--- src/rtl/rf_psum_drain.sv ---
// rf_psum_drain -- partial-sum register file sitting right after the PE MAC.
//
// Captures MAC results, feeds the stored psum back to the MAC as sum_in, and
// drains every entry to the global buffer over a valid/ready port. Each entry
// is cleared as it is accepted.
//
// Optional feature (macro RF_PSUM_BYPASS_EN):
//   defined   -> a write that targets the entry being read is forwarded to
//                sum_out in the same cycle.
//   undefined -> sum_out always shows the stored value.
//
// Ports
//   clk, rst        clock, synchronous active-high reset
//   mac_out         MAC result to store
//   mac_out_en      MAC write strobe
//   mac_write_addr  entry written by mac_out
//   psum_read_addr  entry presented on sum_out
//   sum_out         mem[psum_read_addr] (combinational) -> MAC sum_in
//   drain_start     one-cycle drain request (honoured only in IDLE)
//   drain_valid     drain_data/drain_addr valid
//   drain_data      entry content being drained
//   drain_addr      index of entry being drained
//   drain_ready     global buffer accepts current entry
//   drain_busy      high while draining
//   drain_done      one-cycle pulse after the last entry is accepted
//   wr_drop         sticky: a MAC write was discarded during a drain

// One psum entry. Write and clear never coincide: writes only land in IDLE,
// clears only in DRAIN.
module rf_psum_entry #(
  parameter int W = 16
) (
  input  logic         clk,
  input  logic         rst,
  input  logic         wr_en,
  input  logic         clr,
  input  logic [W-1:0] wr_data,
  output logic [W-1:0] q
);
  always_ff @(posedge clk) begin
    if (rst)        q <= '0;
    else if (wr_en) q <= wr_data;
    else if (clr)   q <= '0;
  end
endmodule

module rf_psum_drain #(
  parameter int OUT_BITWIDTH       = 16,
  parameter int PSUM_ADDR_BITWIDTH = 2
) (
  input  logic                          clk,
  input  logic                          rst,
  input  logic [OUT_BITWIDTH-1:0]       mac_out,
  input  logic                          mac_out_en,
  input  logic [PSUM_ADDR_BITWIDTH-1:0] mac_write_addr,
  input  logic [PSUM_ADDR_BITWIDTH-1:0] psum_read_addr,
  output logic [OUT_BITWIDTH-1:0]       sum_out,
  input  logic                          drain_start,
  output logic                          drain_valid,
  output logic [OUT_BITWIDTH-1:0]       drain_data,
  output logic [PSUM_ADDR_BITWIDTH-1:0] drain_addr,
  input  logic                          drain_ready,
  output logic                          drain_busy,
  output logic                          drain_done,
  output logic                          wr_drop
);
  localparam int DEPTH = 2 ** PSUM_ADDR_BITWIDTH;
  localparam logic [PSUM_ADDR_BITWIDTH-1:0] LAST = PSUM_ADDR_BITWIDTH'(DEPTH - 1);

  typedef enum logic [1:0] {IDLE, DRAIN, DONE} state_t;

  state_t                          state_q, state_d;
  logic [PSUM_ADDR_BITWIDTH-1:0]   ptr_q, ptr_d;
  logic [DEPTH-1:0][OUT_BITWIDTH-1:0] mem;

  logic wr_ok;    // MAC write accepted this cycle
  logic accept;   // drain handshake this cycle

  assign wr_ok  = mac_out_en && (state_q == IDLE);
  assign accept = (state_q == DRAIN) && drain_ready;

  // Storage: one entry instance per address.
  for (genvar i = 0; i < DEPTH; i++) begin : g_ent
    logic hit_wr, hit_clr;
    assign hit_wr  = wr_ok  && (mac_write_addr == PSUM_ADDR_BITWIDTH'(i));
    assign hit_clr = accept && (ptr_q          == PSUM_ADDR_BITWIDTH'(i));
    rf_psum_entry #(.W(OUT_BITWIDTH)) u_ent (
      .clk     (clk),
      .rst     (rst),
      .wr_en   (hit_wr),
      .clr     (hit_clr),
      .wr_data (mac_out),
      .q       (mem[i])
    );
  end

  // State / pointer registers.
  always_ff @(posedge clk) begin
    if (rst) begin
      state_q <= IDLE;
      ptr_q   <= '0;
    end else begin
      state_q <= state_d;
      ptr_q   <= ptr_d;
    end
  end

  // Next state and outputs.
  always_comb begin
    state_d     = state_q;
    ptr_d       = ptr_q;
    drain_valid = 1'b0;
    drain_busy  = 1'b0;
    drain_done  = 1'b0;
    unique case (state_q)
      IDLE: begin
        if (drain_start) begin
          state_d = DRAIN;
          ptr_d   = '0;
        end
      end
      DRAIN: begin
        drain_valid = 1'b1;
        drain_busy  = 1'b1;
        if (drain_ready) begin
          ptr_d = ptr_q + PSUM_ADDR_BITWIDTH'(1);
          if (ptr_q == LAST) state_d = DONE;
        end
      end
      DONE: begin
        drain_done = 1'b1;
        ptr_d      = '0;
        state_d    = IDLE;
      end
      default: begin
        state_d = IDLE;
        ptr_d   = '0;
      end
    endcase
  end

  assign drain_addr = ptr_q;
  assign drain_data = mem[ptr_q];

`ifdef RF_PSUM_BYPASS_EN
  // Forward a same-cycle write so back-to-back accumulation into one entry
  // sees the fresh value without a bubble.
  assign sum_out = (wr_ok && (mac_write_addr == psum_read_addr)) ? mac_out
                                                                 : mem[psum_read_addr];
`else
  assign sum_out = mem[psum_read_addr];
`endif

  // Sticky drop flag: any MAC write outside IDLE is lost.
  always_ff @(posedge clk) begin
    if (rst)                                  wr_drop <= 1'b0;
    else if (mac_out_en && state_q != IDLE)   wr_drop <= 1'b1;
  end
endmodule
--- config.mk ---
export PLATFORM = sky130hd
export DESIGN_NAME = rf_psum_drain
export DESIGN_NICKNAME = d
export VERILOG_FILES = /design/src/rtl/rf_psum_drain.sv
export SDC_FILE = /design/constraint.sdc
export NUM_CORES = 1
export LEC_CHECK = 0
export ABC_CLOCK_PERIOD_IN_PS = 2120
export CORE_MARGIN = 2
export CORE_UTILIZATION = 47
export DETAILED_ROUTE_END_ITERATION = 10
export PLACE_DENSITY = 0.75
export SETUP_SLACK_MARGIN = 0.2
export SLEW_MARGIN = 25
export SYNTH_ARGS = -nofsm -noshare
export SYNTH_HDL_FRONTEND = slang
export SYNTH_SLANG_ARGS = --single-unit
--- constraint.sdc ---
create_clock -name clk -period 2.12 [get_ports clk]
set_input_delay 0.424 -clock clk [delete_from_list [all_inputs] [get_ports clk]]
set_output_delay 0.424 -clock clk [all_outputs]
set_load 0.05 [all_outputs]
==> metrics.csv, run 1 <==
metric,value,unit
grt_overflow,0,
multi_input_area,1950,µm²
fp.dieW,90.4,µm
insertion_delay,340,ps
finClkSkew,7.48,ps
tns,0,ps
dp_hpwl,6300,µm
placed_area,4240,µm²
cp-end-kind,primary output,
hold_start,wr_drop,
setup_slack,137,ps
yosys_register_bits,69,
first_pass_iters,4,
fin_hold_ws,447,ps
p_sw,0.790,mW
area.sequential,1390,µm²
max_freq,504,MHz
die_area,8170,µm²
synth_nets,346,
clkSinkCount,69,
arrival,1560,ps
grt_pass1_wl,15600,µm
cts_tree,built,
p_per_area,654,nW/µm²
min_period,1980,ps
sequentialPowerShare,45.0,%
status,finished clean,
power.total,3.03,mW
layout_common_cells,"dfxtp_1 (67), nor3_1 (65), a31o_2 (54)",
synth_area_leader_cell,dfxtp_1,
drt-total-wl,9520,µm
start_kind,flip-flop,
drcViolationCount,0,
grt_usage,24.1,%
crit_path_start,drain_addr[0],
viasPerCell,6.07,
dpl_worst_slack,-180,ps
placed_cells,465,
final_area,4620,µm²
synth_top_cell_area_share,39.4,%
antennaDiodeCount,0,
io_buffers,62,
io_pins,63,
die_h,90.4,µm
p_leak,1.76,nW
crit_required,1700,ps
clockBufferDepth,2,
max_slew_margin,66.9,%
final_layout_size_suffix_gt1_share,46.4,%
cts_root_buf,clkbuf_8,
swShare,26.1,%
area_growth_syn_to_layout,31.9,%
hold_path.class,reg2reg,
place_congestion,0.823,
drt-initial-drc-count,145,
cp_max_fo,8,
route.vias.total,2946,
initial_core_util,48.4,%
cts_buffers,9,
final_hold_viol_count,0,
wire_per_inst,19.6,µm
ys_types,30,
power.share.clock,37.9,%
grt_start_max_net_pins,35,
setup_viol,0,
reg2reg_from,state_q[1],
yosysSeqAreaShare,39.4,%
p_comb_share,17.1,%
syn_avg_cell_area,11.1,µm²
worstSetupPathType,reg2out,
final_max_slew_viol_count,0,
nFillCells,565,
fin_nets,410,
yosys_warnings,0,
peakVddDrop,380,µV
first_global_vias,2973,
antenna_found_initial,0,
core,7250,µm²
synth_area,3510,µm²
rsz0062_at_grt,true,
cap_violations,0,
cts.clk_slew.worst_paths,70,ps
post-route-period-util,93.5,%
yosys-top-cells-area,"dfxtp_1 (39%), mux4_2 (21%), a31o_2 (13%), nor3_1 (9.3%), nand2b_1 (3.2%)",
layout_commonest_cell,dfxtp_1,
intPower,2.24,mW
rows,31,
netlist_instances,317,
h-tree-depth,3,
worstMarginPinSlew,496,ps
fin_cells,485,
ant_nets,0,
fin_util,63.8,%
cell type report:
class	instances	area share, %
Clock inverter	3	0.866
Sequential cell	69	30.0
Tap cell	99	2.68
Clock buffer	13	3.90
Inverter	4	0.325
Timing Repair Buffer	93	20.1
Multi-Input combinational cell	204	42.1
cells by family (layout without fill, tap and decap cells):
kind of cell	count (synthesis)	count (layout)	synth area share [%]
and+or+nand+nor	93	93	14.6
DFF	69	69	39.4
adders and majority gates	4	4	1.43
AOI/OAI and AO/OA	74	74	17.8
buffers and inverters	44	113	6.03
muxes	33	33	20.8
layer usage:
layer | share of wire, % | vias up | GRT usage, % | wire [µm]
met5 | 0 | - | 0 | 0
li1 | - | 1377 | - | -
met3 | 6.0 | 27 | 5.59 | 576
met1 | 39 | 1447 | 30.3 | 3740
met2 | 52 | 95 | 41.7 | 4910
met4 | 3.2 | 0 | 6.67 | 301
flip-flops by register name, indices dropped and copies added, names as in the netlist:
signal and flops:
drain_addr 2, g_ent.u_ent.q 64, wr_drop 1, state_q 2
worst max-delay path, cell delays in order (launching register included):
cell,delay [ps]
dfxtp_4,390
buf_12,150
mux4_2,520
buf_6,170
synthesized netlist by cell type:
master      n
clkbuf_2    1
buf_1       1
mux2i_1     1
nor3_1     65
nand2_1     1
nand3_1     1
o21ai_0     2
nor2_1      1
buf_6       5
clkbuf_1   29
dfxtp_1    69
a31o_1     10
and4b_1     1
a31oi_1     5
clkinv_1    1
mux4_2     32
a31o_2     54
or2_2       1
or2_1       1
a32oi_1     1
nand4bb_1   1
a21boi_0    1
or4b_4      1
buf_2       3
nor2b_1     2
ha_1        4
buf_4       1
inv_1       3
a21oi_1     1
nand2b_1   18
worst paths after layout:
| check | endpoint | slack (ps) | cells past startpoint |
|---|---|---|---|
| max | drain_data[7] | 140 | 3 |
| min | wr_drop | 450 | 2 |
| max reg2reg | g_ent[0].u_ent.q[9] | 370 | 5 |
| min reg2reg | wr_drop | 450 | 2 |
power groups by stage:
stage	logic [mW]	registers (mW)	clock network, mW
6_report	0.518	1.36	1.15
5_1_grt	0.549	1.37	1.21
2_1_floorplan	0.319	1.39	0
3_3_place_gp	0.470	1.40	0
3_5_place_dp	0.476	1.40	0
4_1_cts	0.510	1.36	1.16
timing repair:
item                                    in CTS  in global routing
hold buffers                                 0                  0
gates resized for setup                     24                  8
pin swaps                                    0                  0
endpoints found under the setup margin      32                 49
cloned                                       1                  0
buffers inserted                             2                  1
Power figures use the tool's default switching activity.
==> run 2, diff against run 1 <==
--- a/config.mk
+++ b/config.mk
@@ -6,7 +6,7 @@
 export NUM_CORES = 1
 export LEC_CHECK = 0
 export ABC_CLOCK_PERIOD_IN_PS = 2120
-export CORE_MARGIN = 2
+export CORE_MARGIN = 5
 export CORE_UTILIZATION = 47
 export DETAILED_ROUTE_END_ITERATION = 10
 export PLACE_DENSITY = 0.75
==> run 2 against run 1 <==
Compared with the run above:
- global-route usage shrank 1.1 points
- combinational power rose by 1%
- power decreased by 4.3%
- setup slack lost 1.0 ps
- cell count fell by 1.0%
- first-iteration DRC count is 81% higher
- flip-flop and latch count unchanged
- sequential power barely moved
- die area rose by 14%
- sequential share of layout area grew 0.090 points
- critical path type unchanged
- critical endpoint is now drain_data[13]
- largest cell class unchanged
==> metrics.csv, run 2 (synthesis gave the netlist of run 1 again) <==
metric,value,unit,change
io_pins,63,,unchanged
antenna_found_initial,0,,unchanged
intPower,2.11,mW,was 2.24 mW
max_freq,504,MHz,about the same
finClkSkew,2.86,ps,was 7.48 ps
worstMarginPinSlew,511,ps,was 496 ps
die_area,9290,µm²,was 8170 µm²
swShare,27.3,%,was 26.1%
power.share.clock,34.7,%,was 37.9%
worstSetupPathType,reg2out,,unchanged
placed_area,4240,µm²,about the same
setup_slack,136,ps,was 137 ps
arrival,1560,ps,about the same
io_buffers,62,,unchanged
clockBufferDepth,2,,unchanged
dp_hpwl,6370,µm,was 6300 µm
grt_pass1_wl,15900,µm,"was 15,600 µm"
grt_overflow,0,,unchanged
die_h,96.4,µm,was 90.4 µm
crit_required,1700,ps,about the same
top_register,g_ent.u_ent.q,,unchanged
largest_register_ff_count,64,,unchanged
grt_start_max_net_pins,33,,was 35
power.total,2.90,mW,was 3.03 mW
wire_per_inst,20.9,µm,was 19.6 µm
route.vias.total,2980,,"was 2,946"
p_comb_share,18.1,%,was 17.1%
ant_nets,0,,unchanged
cts.clk_slew.worst_paths,70,ps,about the same
dpl_worst_slack,-190,ps,was -180 ps
fp.dieW,96.4,µm,was 90.4 µm
rows,31,,unchanged
drt-total-wl,10100,µm,was 9520 µm
cts_tree,built,,unchanged
final_max_slew_viol_count,0,,unchanged
fin_cells,480,,was 485
cp_max_fo,10,,was 8
area_growth_syn_to_layout,31.5,%,was 31.9%
p_per_area,628,nW/µm²,was 654 nW/µm²
h-tree-depth,3,,unchanged
cts-hold-fix-buffers,0,,unchanged
peakVddDrop,313,µV,was 380 µV
whs_path_depth,2,,unchanged
core,7250,µm²,unchanged
fin_nets,407,,was 410
sequentialPowerShare,47.2,%,was 45.0%
viasPerCell,6.21,,was 6.07
layout_common_cells,"dfxtp_1 (67), nor3_1 (65), a31o_2 (54)",,unchanged
initial_core_util,48.4,%,unchanged
final_area,4610,µm²,was 4620 µm²
clkSinkCount,69,,unchanged
final_layout_size_suffix_gt1_share,45.9,%,was 46.4%
max_slew_margin,65.9,%,was 66.9%
layout_commonest_cell,dfxtp_1,,unchanged
grt_usage,23.1,%,was 24.1%
final_hold_viol_count,0,,unchanged
antennaDiodeCount,0,,unchanged
post-route-period-util,93.6,%,was 93.5%
drcViolationCount,0,,unchanged
p_sw,0.790,mW,about the same
place_congestion,0.806,,was 0.823
insertion_delay,340,ps,about the same
cp-end-kind,primary output,,unchanged
cts_root_buf,clkbuf_8,,unchanged
hold_path.class,reg2reg,,unchanged
cts_buffers,9,,unchanged
drt-initial-drc-count,262,,was 145
first_pass_iters,4,,unchanged
rr_worst_depth,4,,was 5
status,finished clean,,unchanged
p_leak,1.74,nW,was 1.76 nW
fin_hold_ws,444,ps,was 447 ps
placed_cells,462,,was 465
first_global_vias,3137,,"was 2,973"
setup_viol,0,,unchanged
start_kind,flip-flop,,unchanged
min_period,1980,ps,about the same
cap_violations,0,,unchanged
rsz0062_at_grt,true,,unchanged
[run 2: cell types whose count changed in the layout (fill, tap and decap cells not counted)]
cell	previous run	this run
buf_6	19	21
buf_4	42	35
nand2b_1	17	18
bufinv_16	1	0
buf_8	2	1
clkdlybuf4s15_2	0	1
clkbuf_16	1	0
clkinv_2	2	1
dlygate4sd2_1	1	0
bufbuf_16	0	1
clkbuf_8	11	13
nand2b_4	1	0
buf_12	5	7
clkbuf_1	1	0
[run 2: layout make-up]
type	count	area [µm²]
clock buffers	13	179
clock inverters	1	5.00
fillers	592	2640
inverters	4	15.0
multi-input cells	204	1940
flip-flops and latches	69	1390
well taps	99	124
repair buffers	90	958
[run 2: worst max-delay path: stages (launching register included)]
cell and delay [ps]:
dfxtp_4 380, buf_12 150, mux4_2 520, buf_6 170
[run 2: metrics by stage]
step | utilization, % | TNS [ps]
floorplan | - | 0
global route | 63.6 | 0
global placement | 58.4 | -2640
CTS | 63.5 | 0
detailed placement | 58.4 | -3370
finish | 63.6 | 0
[run 2: worst paths after layout]
kind,startpoint,to,slack [ps]
setup / recovery,drain_addr[0],drain_data[13],140
hold / removal,wr_drop,wr_drop,440
setup reg to reg,state_q[0],g_ent[2].u_ent.q[3],360
hold reg to reg,wr_drop,wr_drop,440
[run 2: what timing repair did]
item | in CTS | in global routing
endpoints found under the setup margin | 32 | 17
resized for setup | 32 | 1
gates cloned | 2 | 0
buffers inserted | 2 | 0
[run 2: power by group through the flow]
stage / Clock (mW) / Combinational [mW] / Sequential (mW)
2_1_floorplan: 0 / 0.319 / 1.39
4_1_cts: 1.01 / 0.523 / 1.37
6_report: 1.00 / 0.525 / 1.37
3_3_place_gp: 0 / 0.470 / 1.40
5_1_grt: 1.07 / 0.554 / 1.37
3_5_place_dp: 0 / 0.476 / 1.40
[run 2: routing by layer]
metal  track usage, %  wire length, µm  vias to the layer above
met5                0                0                        -
met1             27.8             3850                     1468
li1                 -                -                     1356
met4             12.3              338                        0
met2             39.3             5150                      128
met3             3.80              713                       28
